**src/rtl/board_io_if.sv**
```systemverilog
// board_io_if: raw board pins in, conditioned levels, press pulses and sticky events out
interface board_io_if #(
  parameter int NUM_SW  = 18,
  parameter int NUM_BTN = 4
);
  logic [NUM_SW-1:0]  i_sw;
  logic [NUM_BTN-1:0] i_btn;
  logic [NUM_BTN-1:0] i_evt_clr;
  logic [31:0]        o_io_sw;
  logic [31:0]        o_io_btn;
  logic [NUM_BTN-1:0] o_btn_press;
  logic [NUM_BTN-1:0] o_btn_evt;
  modport master (
    output i_sw, i_btn, i_evt_clr,
    input  o_io_sw, o_io_btn, o_btn_press, o_btn_evt
  );
  modport slave (
    input  i_sw, i_btn, i_evt_clr,
    output o_io_sw, o_io_btn, o_btn_press, o_btn_evt
  );
endinterface

```
**src/rtl/board_io_conditioner.sv**
```systemverilog
// board_io_conditioner: sync, debounce and normalise board switches/keys; sticky press events built only with BOARD_IO_EVT_LATCH_EN
module board_io_conditioner #(
  parameter int NUM_SW          = 18,
  parameter int NUM_BTN         = 4,
  parameter int DEBOUNCE_CYCLES = 50000,
  parameter bit BTN_ACTIVE_LOW  = 1'b1
) (
  input logic       i_clk,
  input logic       i_rst_n,
  board_io_if.slave io
);
  localparam int W  = NUM_SW + NUM_BTN;
  localparam int CW = $clog2(DEBOUNCE_CYCLES + 1);
  localparam logic [CW-1:0] LAST = CW'(DEBOUNCE_CYCLES - 1);
  logic [W-1:0]       raw, sync1_q, sync2_q, stable_q, stable_d;
  logic [CW-1:0]      cnt_q [W];
  logic [CW-1:0]      cnt_d [W];
  logic [NUM_BTN-1:0] btn_lvl, prev_q, press_q, press_d, evt;
  // buttons are flipped to active-high before they ever reach a flop
  assign raw     = {io.i_btn ^ {NUM_BTN{BTN_ACTIVE_LOW}}, io.i_sw};
  assign btn_lvl = stable_q[W-1:NUM_SW];
  // per-channel counter: accept a new level only after an unbroken run of differing samples
  always_comb begin
    stable_d = stable_q;
    for (int c = 0; c < W; c++) begin
      cnt_d[c]    = (sync2_q[c] == stable_q[c] || cnt_q[c] == LAST) ? '0 : cnt_q[c] + 1'b1;
      stable_d[c] = (sync2_q[c] != stable_q[c] && cnt_q[c] == LAST) ? sync2_q[c] : stable_q[c];
    end
  end
  // rising edge of the debounced button level, registered one cycle later
  always_comb press_d = btn_lvl & ~prev_q;
  // synchronisers, debounce state and press pulse
  always_ff @(posedge i_clk or negedge i_rst_n) begin
    if (!i_rst_n) begin
      sync1_q  <= '0;
      sync2_q  <= '0;
      stable_q <= '0;
      cnt_q    <= '{default: '0};
      prev_q   <= '0;
      press_q  <= '0;
    end else begin
      sync1_q  <= raw;
      sync2_q  <= sync1_q;
      stable_q <= stable_d;
      cnt_q    <= cnt_d;
      prev_q   <= btn_lvl;
      press_q  <= press_d;
    end
  end
`ifdef BOARD_IO_EVT_LATCH_EN
  logic [NUM_BTN-1:0] evt_q, evt_d;
  // set wins over clear so a press coinciding with a software clear is never lost
  always_comb evt_d = press_d | (evt_q & ~io.i_evt_clr);
  // sticky event flags
  always_ff @(posedge i_clk or negedge i_rst_n) begin
    if (!i_rst_n) evt_q <= '0;
    else evt_q <= evt_d;
  end
  assign evt = evt_q;
`else
  logic unused_evt_clr;
  assign unused_evt_clr = ^io.i_evt_clr;
  assign evt            = '0;
`endif
  assign io.o_io_sw     = 32'(stable_q[NUM_SW-1:0]);
  assign io.o_io_btn    = {16'(evt), 16'(btn_lvl)};
  assign io.o_btn_press = press_q;
  assign io.o_btn_evt   = evt;
endmodule

```
**src/flat_wrapper.sv**
```systemverilog
// flat-port wrapper written by rule: the top's interface ports become plain ports
module board_io_conditioner_flat 
#(
  parameter int NUM_SW          = 18,
  parameter int NUM_BTN         = 4,
  parameter int DEBOUNCE_CYCLES = 50000,
  parameter bit BTN_ACTIVE_LOW  = 1'b1
)
  (i_clk, i_rst_n, io_i_sw, io_i_btn, io_i_evt_clr, io_o_io_sw, io_o_io_btn, io_o_btn_press, io_o_btn_evt);
  board_io_if #(.NUM_SW(NUM_SW), .NUM_BTN(NUM_BTN)) io_i ();
  input logic i_clk;
  input logic i_rst_n;
  input wire logic [$bits(io_i.i_sw)-1:0] io_i_sw;
  input wire logic [$bits(io_i.i_btn)-1:0] io_i_btn;
  input wire logic [$bits(io_i.i_evt_clr)-1:0] io_i_evt_clr;
  output wire logic [$bits(io_i.o_io_sw)-1:0] io_o_io_sw;
  output wire logic [$bits(io_i.o_io_btn)-1:0] io_o_io_btn;
  output wire logic [$bits(io_i.o_btn_press)-1:0] io_o_btn_press;
  output wire logic [$bits(io_i.o_btn_evt)-1:0] io_o_btn_evt;
  assign io_i.i_sw = io_i_sw;
  assign io_i.i_btn = io_i_btn;
  assign io_i.i_evt_clr = io_i_evt_clr;
  assign io_o_io_sw = io_i.o_io_sw;
  assign io_o_io_btn = io_i.o_io_btn;
  assign io_o_btn_press = io_i.o_btn_press;
  assign io_o_btn_evt = io_i.o_btn_evt;
  board_io_conditioner #(.NUM_SW(NUM_SW), .NUM_BTN(NUM_BTN), .DEBOUNCE_CYCLES(DEBOUNCE_CYCLES), .BTN_ACTIVE_LOW(BTN_ACTIVE_LOW)) u_core (.i_clk(i_clk), .i_rst_n(i_rst_n), .io(io_i));
endmodule
```
**config.mk**
```make
export PLATFORM = sky130hd
export DESIGN_NAME = board_io_conditioner_flat
export DESIGN_NICKNAME = d
export VERILOG_FILES = /design/src/rtl/board_io_if.sv /design/src/rtl/board_io_conditioner.sv /design/src/flat_wrapper.sv
export SDC_FILE = /design/constraint.sdc
export NUM_CORES = 1
export LEC_CHECK = 0
export CORE_MARGIN = 5
export CORE_UTILIZATION = 60
export CTS_CLUSTER_DIAMETER = 50
export CTS_CLUSTER_SIZE = 24
export DETAILED_ROUTE_END_ITERATION = 6
export GPL_TIMING_DRIVEN = 0
export PLACE_DENSITY = 0.79
export RECOVER_POWER = 50
export SLEW_MARGIN = 30
export SYNTH_ARGS = -nofsm -noshare
export SYNTH_HDL_FRONTEND = slang
export SYNTH_SLANG_ARGS = --single-unit
```
**constraint.sdc**
```tcl
create_clock -name i_clk -period 1.94 [get_ports i_clk]
set_input_delay 0.194 -clock i_clk [delete_from_list [all_inputs] [get_ports i_clk]]
set_output_delay 0.194 -clock i_clk [all_outputs]
set_load 0.01 [all_outputs]
```
* After elaboration in Yosys (flattened, before gate mapping) *
Index checks and enable logic that the tools add are counted.
W data, S select, Z words.

cells by class
  reduce and logical (&&, ||, !) cells = 44
  multiply operators = 0
  equality and inequality tests = 66
  add/subtract/negate cells = 22
  shift operators = 0
  bitwise operators = 3
  magnitude comparators = 0
  divide/modulo/power cells = 0
  mux-type cells = 22

operators with widths
  cell                     number
  $add A16 B1 Y16 const B  22
  $eq A16 B16 Y1 const B   22
  $mux W16                 22
  $eq A1 B1 Y1             22
  $logic_and A1 B1 Y1      22
  $logic_or A1 B1 Y1       22
  $ne A1 B1 Y1             22
  $not A4 Y4               2
  $and A4 B4 Y4            1

word-level totals
  bits in read-only memories = 0
  latch bits = 0
  logic and storage cells = 205
  RAM bits = 0
  output and inout port bits = 72
  memories = 0
  register bits after elaboration = 426

* Longest topological paths before layout *
Gate-level depths: netlist of run 1.

  word-level depth = 3
  gate-level depth with buffers = 6
  mapped depth without buffers = 5

* Least setup slack after synthesis of run 1 *
Ideal clock, no wire load.

  kind = reg-to-reg
  start point = register u_core.cnt_q[240] (netlist name)
  end point = register u_core.cnt_q[248] (netlist name)
  cell stages (with the launch flop) = 7
  clock period less this slack = 1673 ps
  arrival = 1554 ps
  data required time = 1821 ps
  slack = 267 ps
  buffers on the path = 1
  cells stage by stage = dfrtp_1 > ha_1 > and3_1 > nand4_1 > o41ai_4 > buf_4 > nor2_1

RTL lines
  what                      line                        source
  start: declaration        board_io_conditioner.sv:16  logic [CW-1:0] cnt_q [W];
  start signal: assignment  board_io_conditioner.sv:45  cnt_q <= cnt_d;

==> results.md, run 1 <==
* Worst Tran Pin Value at 866 ps
* Global-route wire length before repair at between 60 and 70 mm
* End of the worst register-to-register path: u_core.cnt_q[312]
* Critical path peak fanout at 10
* Critical-path cell list: or3_4, o41ai_4, buf_6, nor2_1
* Initial antenna violation count at 0
* Yosys reg bits at 426
* Synth Cell Area at about 0.02 mm^2
* Die width at around 190 um
* Worst skew pair latency at about 560 ps
* Max Cap Violations at 0
* Drt wl/cell at 13.9 um
* Largest net degree at the start of global routing at 90
* Power density cells at approximately 790 mW/mm^2
* Relative slew slack at 0.422
* Final Cycle Share at 0.944
* Hold EP: u_core.sync1_q[1]
* Commonest non-fill, non-tap cell in the layout: dfrtp_1
* Gate Count Post-Synth at between 1,500 and 2,000
* Nets at about 2,100
* Clk buf depth at 3
* DRC at 0
* Yosys warns at 0
* Antenna Cells at 0
* Critical Path AT at between 2000 and 2500 ps
* CTS H-tree lvls at 2
* R2r setup slk at ~110 ps
* Startpoint types: flip-flop
* Hold_sp: io_i_sw[1]
* Grt total ovfl at 0
* Root buffer cell: clkbuf_16
* Tmin final at ~1800 ps
* Clock Skew at 11.2 ps
* Final Hold Fails at 0
* Final count of negative-setup-slack endpoints at 0
* CTS clock-pin slew for the worst setup and hold paths at approximately 70 ps
* Worst r2r src: u_core.cnt_q[314]
* Total wire length at around 36 mm
* Setup_tns at 0 ps
* Num CTS Buffers at 39
* Top Ports at 100
* Final GP Congestion at roughly 0.88
* Most frequent cells in the layout: dfrtp_1 (426), nor2_1 (384), xnor2_1 (240), nand3_1 (120), nand4_1 (111)
* Crit-path slowest cell: o41ai_4
* Worst setup path class: reg2reg
* Nature of the critical path endpoint: flip-flop
* R2R cell count at 4
* CP bufs+invs at 1
* Tightest Hold Check Type: in2reg
* Seq/Total Area, Yosys at 0.533
* Layout Cells excl Fill at between 2,000 and 3,000
* Port Buffers at 49
* Hold path cells at 1
* Rows at 66
* Total iterations of the first detailed-routing run at 5
* Max Freq at between 500 and 600 MHz
* Initial Util at 0.612
* Stages on worst setup path at 4
* Post-synthesis cell type count at 38
* Worst Path Required at 2380 ps
* RSZ-0062 raised after global routing: no
* Synth top area share at 0.533
* Design Power at 17.9 mW
* Die Y at 193 um
* Status: completed
* Pleak at ~9.4 nW
* Area growth syn-to-layout at 13.6%
* # clock sinks at about 430
* Layout cells sized above 1 at 0.0909
* Final Max Tran Viols at 0
* Gr usage total at 0.201
* Maximum VDD drop at between 0.7 and 0.8 mV
* Drt initial violations at just under 900
* CTS tree: built
* Area contributors post-synth: dfrtp_1 (53%), xnor2_1 (11%), nor2_1 (7.2%)
* Post-DP HPWL at approximately 24 mm
* ANT nets after route at 0
* Placed cell count at around 2,500
* Vias in the first global route at 14,230
* Core Box Area at between 0.03 and 0.04 mm^2
* CP max stage delay at 590 ps
* Avg Inst Size Synth at 10.3 um^2
* Die ar. at about 0.037 mm^2
* Vias at ~14,000
* Family with the most delay on the worst path: compound AO/OA/AOI/OAI gates
* Vias/cell at roughly 5.5
* Area leader, netlist: dfrtp_1
## cells in the mapped netlist
cell type and instances:
a21oi_1 12, a31o_2 2, and2_1 3, and3_1 37
and4_1 7, and4bb_2 1, buf_2 18, buf_4 47
buf_6 6, clkbuf_1 2, conb_1 1, dfrtp_1 426
ha_1 22, inv_1 63, mux2_2 22, nand2_1 89
nand3_1 120, nand3_2 1, nand3b_1 3, nand4_1 111
nand4b_1 1, nor2_1 384, nor2b_1 5, nor3_1 73
nor4_1 90, nor4b_1 10, nor4b_2 3, nor4bb_1 28
o21ai_0 2, o31ai_1 7, o41ai_4 8, or2_1 1
or2_2 1, or3_1 5, or3_4 2, or4_1 7
xnor2_1 240, xor2_1 78
## per-stage QoR
stage                      util  worst slack [ps]  hold WS [ps]  instance area (um^2)
final                     0.695               109           182                 22700
after global routing      0.695              5.69           161                 22700
after CTS                 0.696              77.6          44.7                 22700
after detailed placement  0.653             -30.7           201                 21400
after global placement    0.649            -17430           332                 21200
after floorplan               -               267          -102                 20200
## registers in the layout, summed over array words and instances (netlist names)
name                   cells
u_core.sync1_q            22
u_core.stable_q           22
u_core.sync2_q            22
u_core.prev_q              4
u_core.cnt_q             352
u_core.io.o_btn_press      4
## area by class of cell
cell class | instances | area [um^2]
Buffer | 73 | 522
Clock buffer | 43 | 1000
Clock inverter | 28 | 357
Fill cell | 2440 | 9970
Inverter | 63 | 236
Multi-Input combinational cell | 1421 | 8780
Sequential cell | 426 | 10700
Tap cell | 442 | 553
Timing Repair Buffer | 59 | 621
## what timing repair did
action / 4_1_cts / 5_1_grt
endpoints found under the hold margin: 69 / 0
endpoints found under the setup margin: 10 / 77
pin swaps: 1 / 8
gates cloned: 0 / 0
resized for setup: 0 / 4
hold buffers: 1 / 0
setup buffers: 1 / 3
## report_power, final
| group | internal [mW] | total (mW) | switching [mW] |
|---|---|---|---|
| clock network | 4.34 | 7.99 | 3.66 |
| logic | 0.273 | 0.724 | 0.450 |
| registers | 9.03 | 9.18 | 0.144 |
| total | 13.6 | 17.9 | 4.25 |
## layer usage
layer  vias up  GRT usage  routed length [um]
met4         0     0.0603                 802
li1       6910          -                   -
met2       220      0.335               17300
met3        66     0.0313                1320
met1      6868      0.274               16100
met5         -          0                   0
## how the worst max path moves through the flow
| stage | slack (ps) | from | end |
|---|---|---|---|
| final | 110 | u_core.cnt_q[314] | u_core.cnt_q[312] |
| after global routing | 6 | u_core.cnt_q[240] | u_core.cnt_q[254] |
| after CTS | 80 | u_core.cnt_q[36] | u_core.cnt_q[44] |
| after detailed placement | -30 | u_core.cnt_q[240] | u_core.cnt_q[252] |
| after global placement | -17430 | i_rst_n | u_core.sync1_q[12] |
| after floorplan | 270 | u_core.cnt_q[240] | u_core.cnt_q[248] |
## logic make-up after synthesis
logic type / share of synthesized area
flip-flops: 0.533
AND/OR/NAND/NOR: 0.246
buffers and inverters: 0.0377
other: 0.000187
adder cells (fa/ha/maj): 0.0138
multiplexers: 0.0124
AO/OA/AOI/OAI: 0.0180
XOR/XNOR: 0.139
Note: power is estimated with default switching activity, not from simulation.
==> run 2, diff against run 1 <==
==> constraint.sdc (replaced) <==
create_clock -name i_clk -period 1.94 [get_ports i_clk]
set_input_delay 0.582 -clock i_clk [delete_from_list [all_inputs] [get_ports i_clk]]
set_output_delay 0.582 -clock i_clk [all_outputs]
set_load 0.01 [all_outputs]
==> results.md, run 2 (synthesis results as in run 1) <==
* Status: completed
* CTS H-tree lvls at 2 (unchanged)
* Tmin final at 1890 ps (+56.4 ps)
* Most frequent cells in the layout: dfrtp_1 (425), nor2_1 (384), xnor2_1 (240), nand3_1 (120), nand4_1 (111)
* Vias at 14,077 (+0.092%)
* Clk buf depth at 3 (unchanged)
* CP bufs+invs at 1 (unchanged)
* Pleak at 9.59 nW (+1.6%)
* Final GP Congestion at 0.880 (unchanged)
* Crit-path slowest cell: dfrtp_2
* Most flops, register: u_core.cnt_q
* CTS clock-pin slew for the worst setup and hold paths at 70 ps (about the same)
* Layout cells sized above 1 at 0.0921 (+0.00120)
* Worst Path Required at 1360 ps (-1020 ps)
* Hold_sp: u_core.sync1_q[13]
* Critical Path AT at 1310 ps (-960 ps)
* Hold path cells at 0 (-1)
* Clock Skew at 11.8 ps (+0.519 ps)
* Dpl ws at -30.7 ps (unchanged)
* Family with the most delay on the worst path: flip-flops
* Port Buffers at 49 (unchanged)
* Initial antenna violation count at 0 (unchanged)
* Final Hold Slack at 349 ps (+167 ps)
* Grt total ovfl at 0 (unchanged)
* Vias/cell at 5.50 (-0.10%)
* Max reg flops at 352 (unchanged)
* Die ar. at 0.0371 mm^2 (unchanged)
* Commonest non-fill, non-tap cell in the layout: dfrtp_1
* Drt wl/cell at 13.9 um (about the same)
* Final setup margin at 52.8 ps (-56.4 ps)
* Power density cells at 787 mW/mm^2 (about the same)
* CP max stage delay at 450 ps (-140 ps)
* Max Freq at 530 MHz (-3.0%)
* Hold EP: u_core.sync2_q[13]
* Comb power frac at 0.041 (about the same)
* Critical-path cell list: dlygate4sd2_1
* Num CTS Buffers at 39 (unchanged)
* Total wire length at 35.6 mm (+0.24%)
* Post-DP HPWL at 24.1 mm (unchanged)
* Die width at 193 um (unchanged)
* Vias in the first global route at 14,250 (+0.14%)
* CTS tree: built
* Worst skew pair latency at 560 ps (about the same)
* Total iterations of the first detailed-routing run at 5 (unchanged)
* Startpoint types: flip-flop
* Final Cycle Share at 0.973 (+0.0291)
* ANT nets after route at 0 (unchanged)
* Rows at 66 (unchanged)
* Area growth syn-to-layout at 13.7% (about the same)
* R2R cell count at 6 (+2)
* Drt initial violations at 869 (-0.46%)
* Global-route wire length before repair at 64.3 mm (+0.28%)
* Gr usage total at 0.202 (+0.000706)
* Relative slew slack at 0.481 (+0.0585)
* Largest net degree at the start of global routing at 90 (unchanged)
* Nature of the critical path endpoint: output pin
* Final Max Tran Viols at 0 (unchanged)
* RSZ-0062 raised after global routing: no
* Stages on worst setup path at 1 (-3)
* Nets at 2,138 (+0.23%)
* Flop pwr share at 0.512 (about the same)
* # clock sinks at 426 (unchanged)
* Clk pwr share at 0.447 (about the same)
* Cell Int Power at 13.7 mW (about the same)
* Worst setup path class: reg2out
* Max Cap Violations at 0 (unchanged)
* Core Box Area at 0.0327 mm^2 (unchanged)
* Top Ports at 100 (unchanged)
* DRC at 0 (unchanged)
* Die Y at 193 um (unchanged)
* Switch share at 0.238 (about the same)
* Final Hold Fails at 0 (unchanged)
* Initial Util at 0.612 (unchanged)
* Antenna Cells at 0 (unchanged)
* Critical path peak fanout at 5 (-5)
* End of the worst register-to-register path: u_core.cnt_q[254]
* Root buffer cell: clkbuf_16
* Maximum VDD drop at 0.746 mV (about the same)
* R2r setup slk at 110 ps (about the same)
* Sw Pwr at 4.26 mW (+0.15%)
* Worst r2r src: u_core.cnt_q[240]
* Final count of negative-setup-slack endpoints at 0 (unchanged)
* Tightest Hold Check Type: reg2reg
* Worst Tran Pin Value at 778 ps (-87.8 ps)
run 2: layout make-up:
type / instances / area (um^2)
Fill cell: 2447 / 9950
Tap cell: 442 / 553
Sequential cell: 426 / 10700
Clock buffer: 43 / 1000
Buffer: 73 / 522
Multi-Input combinational cell: 1421 / 8780
Clock inverter: 28 / 357
Timing Repair Buffer: 64 / 639
Inverter: 63 / 236
run 2: worst max-delay path by stage:
stage,startpoint,to,slack (ps)
finish,u_core.stable_q[20],io_o_io_btn[2],50
global route,u_core.stable_q[20],io_o_io_btn[2],3
CTS,u_core.stable_q[20],io_o_io_btn[2],10
detailed placement,u_core.cnt_q[240],u_core.cnt_q[252],-30
global placement,i_rst_n,u_core.sync1_q[12],-17820
floorplan,u_core.cnt_q[240],u_core.cnt_q[248],270
run 2: metal layers:
layer  global-route usage  part of all wire  vias up
li1                     -                 -     6914
met2                0.336              0.48      229
met1                0.275              0.46     6870
met5                    0                 0        -
met4               0.0603             0.023        0
met3               0.0313             0.037       64
run 2: power groups by stage:
stage                     Sequential, mW  Clock (mW)  Combinational, mW
after CTS                           9.18        8.26              0.758
after global placement              9.35           0              0.695
after floorplan                     9.32           0              0.414
after detailed placement            9.35           0              0.748
final                               9.18        8.00              0.731
after global routing                9.20        8.65              0.855
run 2: repair_timing:
item,in CTS,in global routing
gates cloned,0,0
hold buffers,1,0
buffers inserted,5,4
setup endpoints to repair,36,153
pin swaps,1,8
hold endpoints to repair,11,0
resized for setup,27,5
run 2: stage by stage:
stage / utilization / TNS [ps] / total power [mW] / instances / area, um^2
2_1_floorplan: - / 0 / 9.73 / 1983 / 20200
3_3_place_gp: 0.649 / -7566780 / 10.0 / 2474 / 21200
3_5_place_dp: 0.653 / -226 / 10.1 / 2479 / 21400
4_1_cts: 0.695 / 0 / 18.2 / 2556 / 22700
5_1_grt: 0.696 / 0 / 18.7 / 2560 / 22700
6_report: 0.696 / 0 / 17.9 / 2560 / 22700
